File: config.mk
export PLATFORM = sky130hd
export DESIGN_NAME = acc_proc_core
export DESIGN_NICKNAME = d
export VERILOG_FILES = /design/src/rtl/acc_proc_core.sv
export SDC_FILE = /design/constraint.sdc
export NUM_CORES = 1
export LEC_CHECK = 0
export CAP_MARGIN = 10
export CORE_ASPECT_RATIO = 2
export CORE_MARGIN = 3
export CORE_UTILIZATION = 27
export CTS_CLUSTER_SIZE = 25
export DETAILED_ROUTE_END_ITERATION = 10
export HOLD_SLACK_MARGIN = 0.15
export PLACE_DENSITY = 0.51
export SLEW_MARGIN = 20
export SYNTH_ARGS = -nofsm -noshare
export SYNTH_HDL_FRONTEND = slang
export SYNTH_SLANG_ARGS = --single-unit
File: constraint.sdc
create_clock -name clk -period 8.3 [get_ports clk]
set_clock_uncertainty 0.05 [all_clocks]
set_input_delay 0.83 -clock clk [delete_from_list [all_inputs] [get_ports clk]]
set_output_delay 0.83 -clock clk [all_outputs]
set_load 0.05 [all_outputs]
File: src/rtl/acc_proc_core.sv
// acc_proc_core: accumulator CPU core with register file and
// optional shift-add multiplier.
//
// Optional feature macro: ACC_PROC_MUL_EN
//   defined   -> opcode 0x3 runs a DATA_W-cycle unsigned multiply
//   undefined -> opcode 0x3 is a NOP; no MUL state, busy tied to 0
//
// Ports:
//   clk             rising-edge clock
//   reset           asynchronous active-low reset
//   instr           {opcode[3:0], operand n[OPD_W-1:0]}
//   instr_valid     instruction presented
//   instr_ready     core can accept (EXEC state)
//   program_counter address of next instruction
//   ACC / EXT       accumulator / multiply high half
//   CorB            carry/borrow flag
//   busy / halted   multiply running / core halted
module acc_proc_core #(
  parameter int DATA_W = 8,
  parameter int OPD_W  = 4
) (
  input  logic              clk,
  input  logic              reset,
  input  logic [3+OPD_W:0]  instr,
  input  logic              instr_valid,
  output logic              instr_ready,
  output logic [OPD_W-1:0]  program_counter,
  output logic [DATA_W-1:0] ACC,
  output logic [DATA_W-1:0] EXT,
  output logic              CorB,
  output logic              busy,
  output logic              halted
);

  localparam int NREG = 2**OPD_W;

  typedef enum logic [1:0] {
    S_EXEC = 2'd0,
    S_HALT = 2'd1
`ifdef ACC_PROC_MUL_EN
    , S_MUL = 2'd2
`endif
  } state_t;

  state_t state_q, state_d;
  logic [OPD_W-1:0]  pc_q, pc_d;
  logic [DATA_W-1:0] acc_q, acc_d;
  logic [DATA_W-1:0] ext_q, ext_d;
  logic              c_q, c_d;
  logic [DATA_W-1:0] rf_q [NREG];
  logic              rf_we;

  logic [3:0]        op;
  logic [OPD_W-1:0]  n;
  logic [DATA_W-1:0] rn;

  assign op = instr[3+OPD_W:OPD_W];
  assign n  = instr[OPD_W-1:0];
  assign rn = rf_q[n];

`ifdef ACC_PROC_MUL_EN
  localparam int CNT_W = $clog2(DATA_W+1);
  logic [CNT_W-1:0]    cnt_q, cnt_d;
  logic [2*DATA_W-1:0] mcand_q, mcand_d;
  logic [DATA_W-1:0]   mplr_q, mplr_d;
  logic [2*DATA_W-1:0] prod_q, prod_d;
  logic [2*DATA_W-1:0] prod_nx;

  assign prod_nx = prod_q + (mplr_q[0] ? mcand_q : '0);
  assign busy    = (state_q == S_MUL);
`else
  assign busy    = 1'b0;
`endif

  assign instr_ready     = (state_q == S_EXEC);
  assign halted          = (state_q == S_HALT);
  assign program_counter = pc_q;
  assign ACC             = acc_q;
  assign EXT             = ext_q;
  assign CorB            = c_q;

  always_comb begin
    state_d = state_q;
    pc_d    = pc_q;
    acc_d   = acc_q;
    ext_d   = ext_q;
    c_d     = c_q;
    rf_we   = 1'b0;
`ifdef ACC_PROC_MUL_EN
    cnt_d   = cnt_q;
    mcand_d = mcand_q;
    mplr_d  = mplr_q;
    prod_d  = prod_q;
`endif
    unique case (state_q)
      S_EXEC: begin
        if (instr_valid) begin
          pc_d = pc_q + 1'b1;
          case (op)
            4'h0: begin
              case (n)
                OPD_W'(1): begin
                  c_d   = acc_q[DATA_W-1];
                  acc_d = acc_q << 1;
                end
                OPD_W'(2): begin
                  c_d   = acc_q[0];
                  acc_d = acc_q >> 1;
                end
                OPD_W'(3): begin
                  c_d   = acc_q[0];
                  acc_d = {acc_q[0], acc_q[DATA_W-1:1]};
                end
                OPD_W'(4): begin
                  c_d   = acc_q[DATA_W-1];
                  acc_d = {acc_q[DATA_W-2:0], acc_q[DATA_W-1]};
                end
                OPD_W'(5): begin
                  c_d   = acc_q[0];
                  acc_d = {acc_q[DATA_W-1], acc_q[DATA_W-1:1]};
                end
                OPD_W'(6):
                  {c_d, acc_d} = {1'b0, acc_q} + (DATA_W+1)'(1);
                OPD_W'(7):
                  {c_d, acc_d} = {1'b0, acc_q} - (DATA_W+1)'(1);
                default: ;
              endcase
            end
            4'h1: {c_d, acc_d} = {1'b0, acc_q} + {1'b0, rn};
            4'h2: begin
              acc_d = acc_q - rn;
              c_d   = (acc_q < rn);
            end
`ifdef ACC_PROC_MUL_EN
            4'h3: begin
              state_d = S_MUL;
              cnt_d   = '0;
              mcand_d = {{DATA_W{1'b0}}, acc_q};
              mplr_d  = rn;
              prod_d  = '0;
            end
`endif
            4'h5: acc_d = acc_q & rn;
            4'h6: acc_d = acc_q ^ rn;
            4'h7: c_d   = (acc_q < rn);
            4'h8: if (c_q) pc_d = n;
            4'h9: acc_d = rn;
            4'hA: rf_we = 1'b1;
            4'hB: pc_d  = n;
            4'hF: begin
              if (&n) begin
                state_d = S_HALT;
                pc_d    = pc_q;
              end
            end
            default: ;
          endcase
        end
      end
`ifdef ACC_PROC_MUL_EN
      S_MUL: begin
        // One partial product per cycle; the final sum is
        // written straight from prod_nx on the last step.
        prod_d  = prod_nx;
        mcand_d = mcand_q << 1;
        mplr_d  = mplr_q >> 1;
        cnt_d   = cnt_q + 1'b1;
        if (cnt_q == CNT_W'(DATA_W-1)) begin
          {ext_d, acc_d} = prod_nx;
          state_d        = S_EXEC;
        end
      end
`endif
      S_HALT: ;
      default: state_d = S_EXEC;
    endcase
  end

  always_ff @(posedge clk or negedge reset) begin
    if (!reset) begin
      state_q <= S_EXEC;
      pc_q    <= '0;
      acc_q   <= '0;
      ext_q   <= '0;
      c_q     <= 1'b0;
      for (int i = 0; i < NREG; i++)
        rf_q[i] <= DATA_W'(i);
    end else begin
      state_q <= state_d;
      pc_q    <= pc_d;
      acc_q   <= acc_d;
      ext_q   <= ext_d;
      c_q     <= c_d;
      if (rf_we)
        rf_q[n] <= acc_q;
    end
  end

`ifdef ACC_PROC_MUL_EN
  always_ff @(posedge clk or negedge reset) begin
    if (!reset) begin
      cnt_q   <= '0;
      mcand_q <= '0;
      mplr_q  <= '0;
      prod_q  <= '0;
    end else begin
      cnt_q   <= cnt_d;
      mcand_q <= mcand_d;
      mplr_q  <= mplr_d;
      prod_q  <= prod_d;
    end
  end
`endif

endmodule
==> metrics.cfg <==
[power]
power.density_nw_per_um2=175
total_power_mw=1.68
power_leakage_nw=4.14
vdd_drop_max_mv=0.136

[timing]
finalHoldWorstSlack_ns=0.337
grt_setup_unrepaired=false
worst_slew_pin_slew_ns=0.981
totalNegativeSetupSlack_ns=0
timing.max_slew.rel_slack=0.346
timing.final.crit_period_ns=4.26
maxSlewViolCount=0
maximum_clock_frequency_mhz=235
hold_violations=0
final_period_util=0.514
setup-violations-final=0

[clocking]
numCtsBuffers=17
cts_resized=0
cts_hold_repair.buffers=0
clk_root_buffer_cell=clkbuf_16
htree_levels=4
clock-sinks=142
worstSkewPairLatency_ns=0.43
cts-root-to-sink-buffers=2
post_cts_setup_inserts=0
clock_edge_transition_at_the_registers_on_the_reported_setup_and_hold_paths_ns=0.06
tritoncts=done

[worst_setup_path]
timing.critical_path.arrival_ns=4.56
cp-end-kind=flop
crit_start=instr[0]
r2r_slack_ns=5.01
setup.worst_path.start_class=input port
worstRegToRegCells=10
rr_startpoint=rf_q[49]
slowest_stage_delay_on_critical_path_ns=0.57
critPathSlowestCell=mux4_2
crit_path_frequent_cell=mux4_2
critPathKind=in -> reg
crit_family=buffers and inverters
rr_endpoint=ACC[7]
worstPathRequired_ns=8.59
worst-path-buf-inv=3
cell_by_cell_trace_of_the_critical_path=buf_2, buf_4, mux4_2, mux4_2, inv_1, ha_1, nor2b_1, nand3_1, o31ai_1, nor4b_2, a41oi_1
worstPathMaxFanout=29

[global_route]
first_global_vias=6326
grt_busiest_layer=met2
grt_use_met3=0.0238
grt_remaining_overflow=0
maximum_number_of_pins_on_one_net_before_global_route_repair=82
grt_pass1_wl_mm=37.6
met2_usage=0.286
number_of_antenna_violations_at_the_first_check_in_global_routing=0
grt_use_total=0.151
met1_routing_resource_usage_after_global_routing=0.144

[logic_synthesis]
yosys_most_used_dff=dfrtp_1
ys_warnings=0
synth_async_sr_flop_share=1.00
postSynthRegisterBits=142
synth_sequential_area_ratio=0.428
postSynthAreaPerCell_um2=11.6
syn-cell-area_um2=8400
ys_types=68
synth_edf_count=0
synthCells=722

[worst_hold_path]
hold_path.class=in -> async

[layout]
final_cell_mix=121 x mux2_2, 110 x dfrtp_1, 52 x nand2_1
layout-area-overhead-vs-synth_pct=14.6
final_nets=759
insertedDiodeCount=0
number_of_standard_cells_in_the_final_layout_excluding_fillers=1107
postLayoutCoreUtil=0.317
layout.filler_cells=3050
most_common_library_cell_in_the_layout_ignoring_fill_and_taps=mux2_2
final_layout_size_suffix_gt1_frac=0.344

[place]
port_buffers=25
dp_cells=1075
detailedPlacementHpwl_mm=17.8
routability_congestion=0.911

[detailed_routing]
first_drt_pass_iteration_count=5
drtAntennaViolNets=0
wirelength_mm=24.3
drt_first_iter_violations=312
wl_per_cell_um=22.0
residual_drc_count=0
avgViaCountPerCell=5.35
vias=5926

[die]
ioPinCount=35
core_area_um2=30400
rows=90
effective_utilization_at_floorplan=0.276
die_area_um2=33400
die_height_um=255
die_width_um=131

[outcome]
status=finished, final reports clean

[flow_run]
timing.max_cap.violations=0

==> stage by stage <==
step	cell area [µm²]	setup WS, ns
2_1_floorplan	8430	4.46
6_report	9630	4.04
3_3_place_gp	8960	3.55
3_5_place_dp	8960	3.52
5_1_grt	9630	3.69
4_1_cts	9620	3.97
==> worst register-to-register path, cell delays in order (launching register included) <==
cell,delay (ns)
dfrtp_1,0.38
mux4_2,0.49
mux4_2,0.57
inv_1,0.14
ha_1,0.26
nand2b_1,0.16
a21oi_1,0.31
nor2_1,0.13
o31ai_1,0.43
nor4b_2,0.10
a41oi_1,0.18
==> layer usage <==
metal  wire length, µm  vias to the layer above
met5                 0                        -
met4              1390                        0
met3               596                       64
met2             14100                      150
met1              8250                     3045
li1                  -                     2667
==> cell families (layout without fill, tap and decap cells) <==
logic type / after synthesis / after routing / synth area share
fa+ha+maj: 22 / 22 / 0.0346
mux: 172 / 172 / 0.282
buf+inv: 85 / 94 / 0.0442
xor+xnor: 10 / 10 / 0.0104
other cells: 1 / 9 / 0.000446
compound gates: 125 / 125 / 0.101
flops: 142 / 142 / 0.428
simple gates: 165 / 165 / 0.0988
==> power by group <==
part | switching [mW] | internal (mW) | total [mW] | leakage, nW
registers | 0.00118 | 0.695 | 0.696 | 1.86
clock network | 0.293 | 0.558 | 0.852 | 0.310
logic | 0.0964 | 0.0398 | 0.136 | 1.97
==> worst max path at each step <==
stage,to,cells past startpoint
6_report,ACC[7],11
5_1_grt,ACC[6],12
4_1_cts,ACC[7],11
3_5_place_dp,ACC[7],11
3_3_place_gp,ACC[7],11
2_1_floorplan,ACC[4],12
==> area by class of cell <==
type	instances	area [µm²]	share of cell area
Multi-Input combinational cell	503	4470	0.464
Sequential cell	142	3590	0.373
Clock buffer	23	478	0.0496
Tap cell	368	460	0.0478
Timing Repair Buffer	41	365	0.0380
Clock inverter	9	181	0.0188
Inverter	21	78.8	0.00819
==> cells in the mapped netlist (5+ instances only) <==
cell type | instances | area, µm²
dfrtp_1 | 110 | 2750
a221oi_1 | 7 | 61.3
mux2_2 | 121 | 1360
buf_1 | 7 | 26.3
o21ai_0 | 27 | 135
buf_4 | 12 | 90.1
a221o_1 | 5 | 50.1
nor2b_1 | 12 | 75.1
nor3_1 | 15 | 75.1
nand2_1 | 52 | 195
xnor2_1 | 8 | 70.1
buf_2 | 6 | 30.0
o21a_1 | 5 | 37.5
inv_1 | 21 | 78.8
mux2_1 | 9 | 101
clkbuf_1 | 39 | 146
dfstp_2 | 32 | 841
ha_1 | 20 | 250
nor2_1 | 33 | 124
a21oi_1 | 30 | 150
nand2b_1 | 10 | 62.6
mux4_2 | 39 | 878
a31oi_1 | 8 | 50.1
nand3_1 | 11 | 55.1
==> registers in the layout (all words and copies together) (netlist names) <==
name             flops
rf_q               128
program_counter      4
state_q              1
ACC                  8
CorB                 1
(Power assumes the default switching activity.)
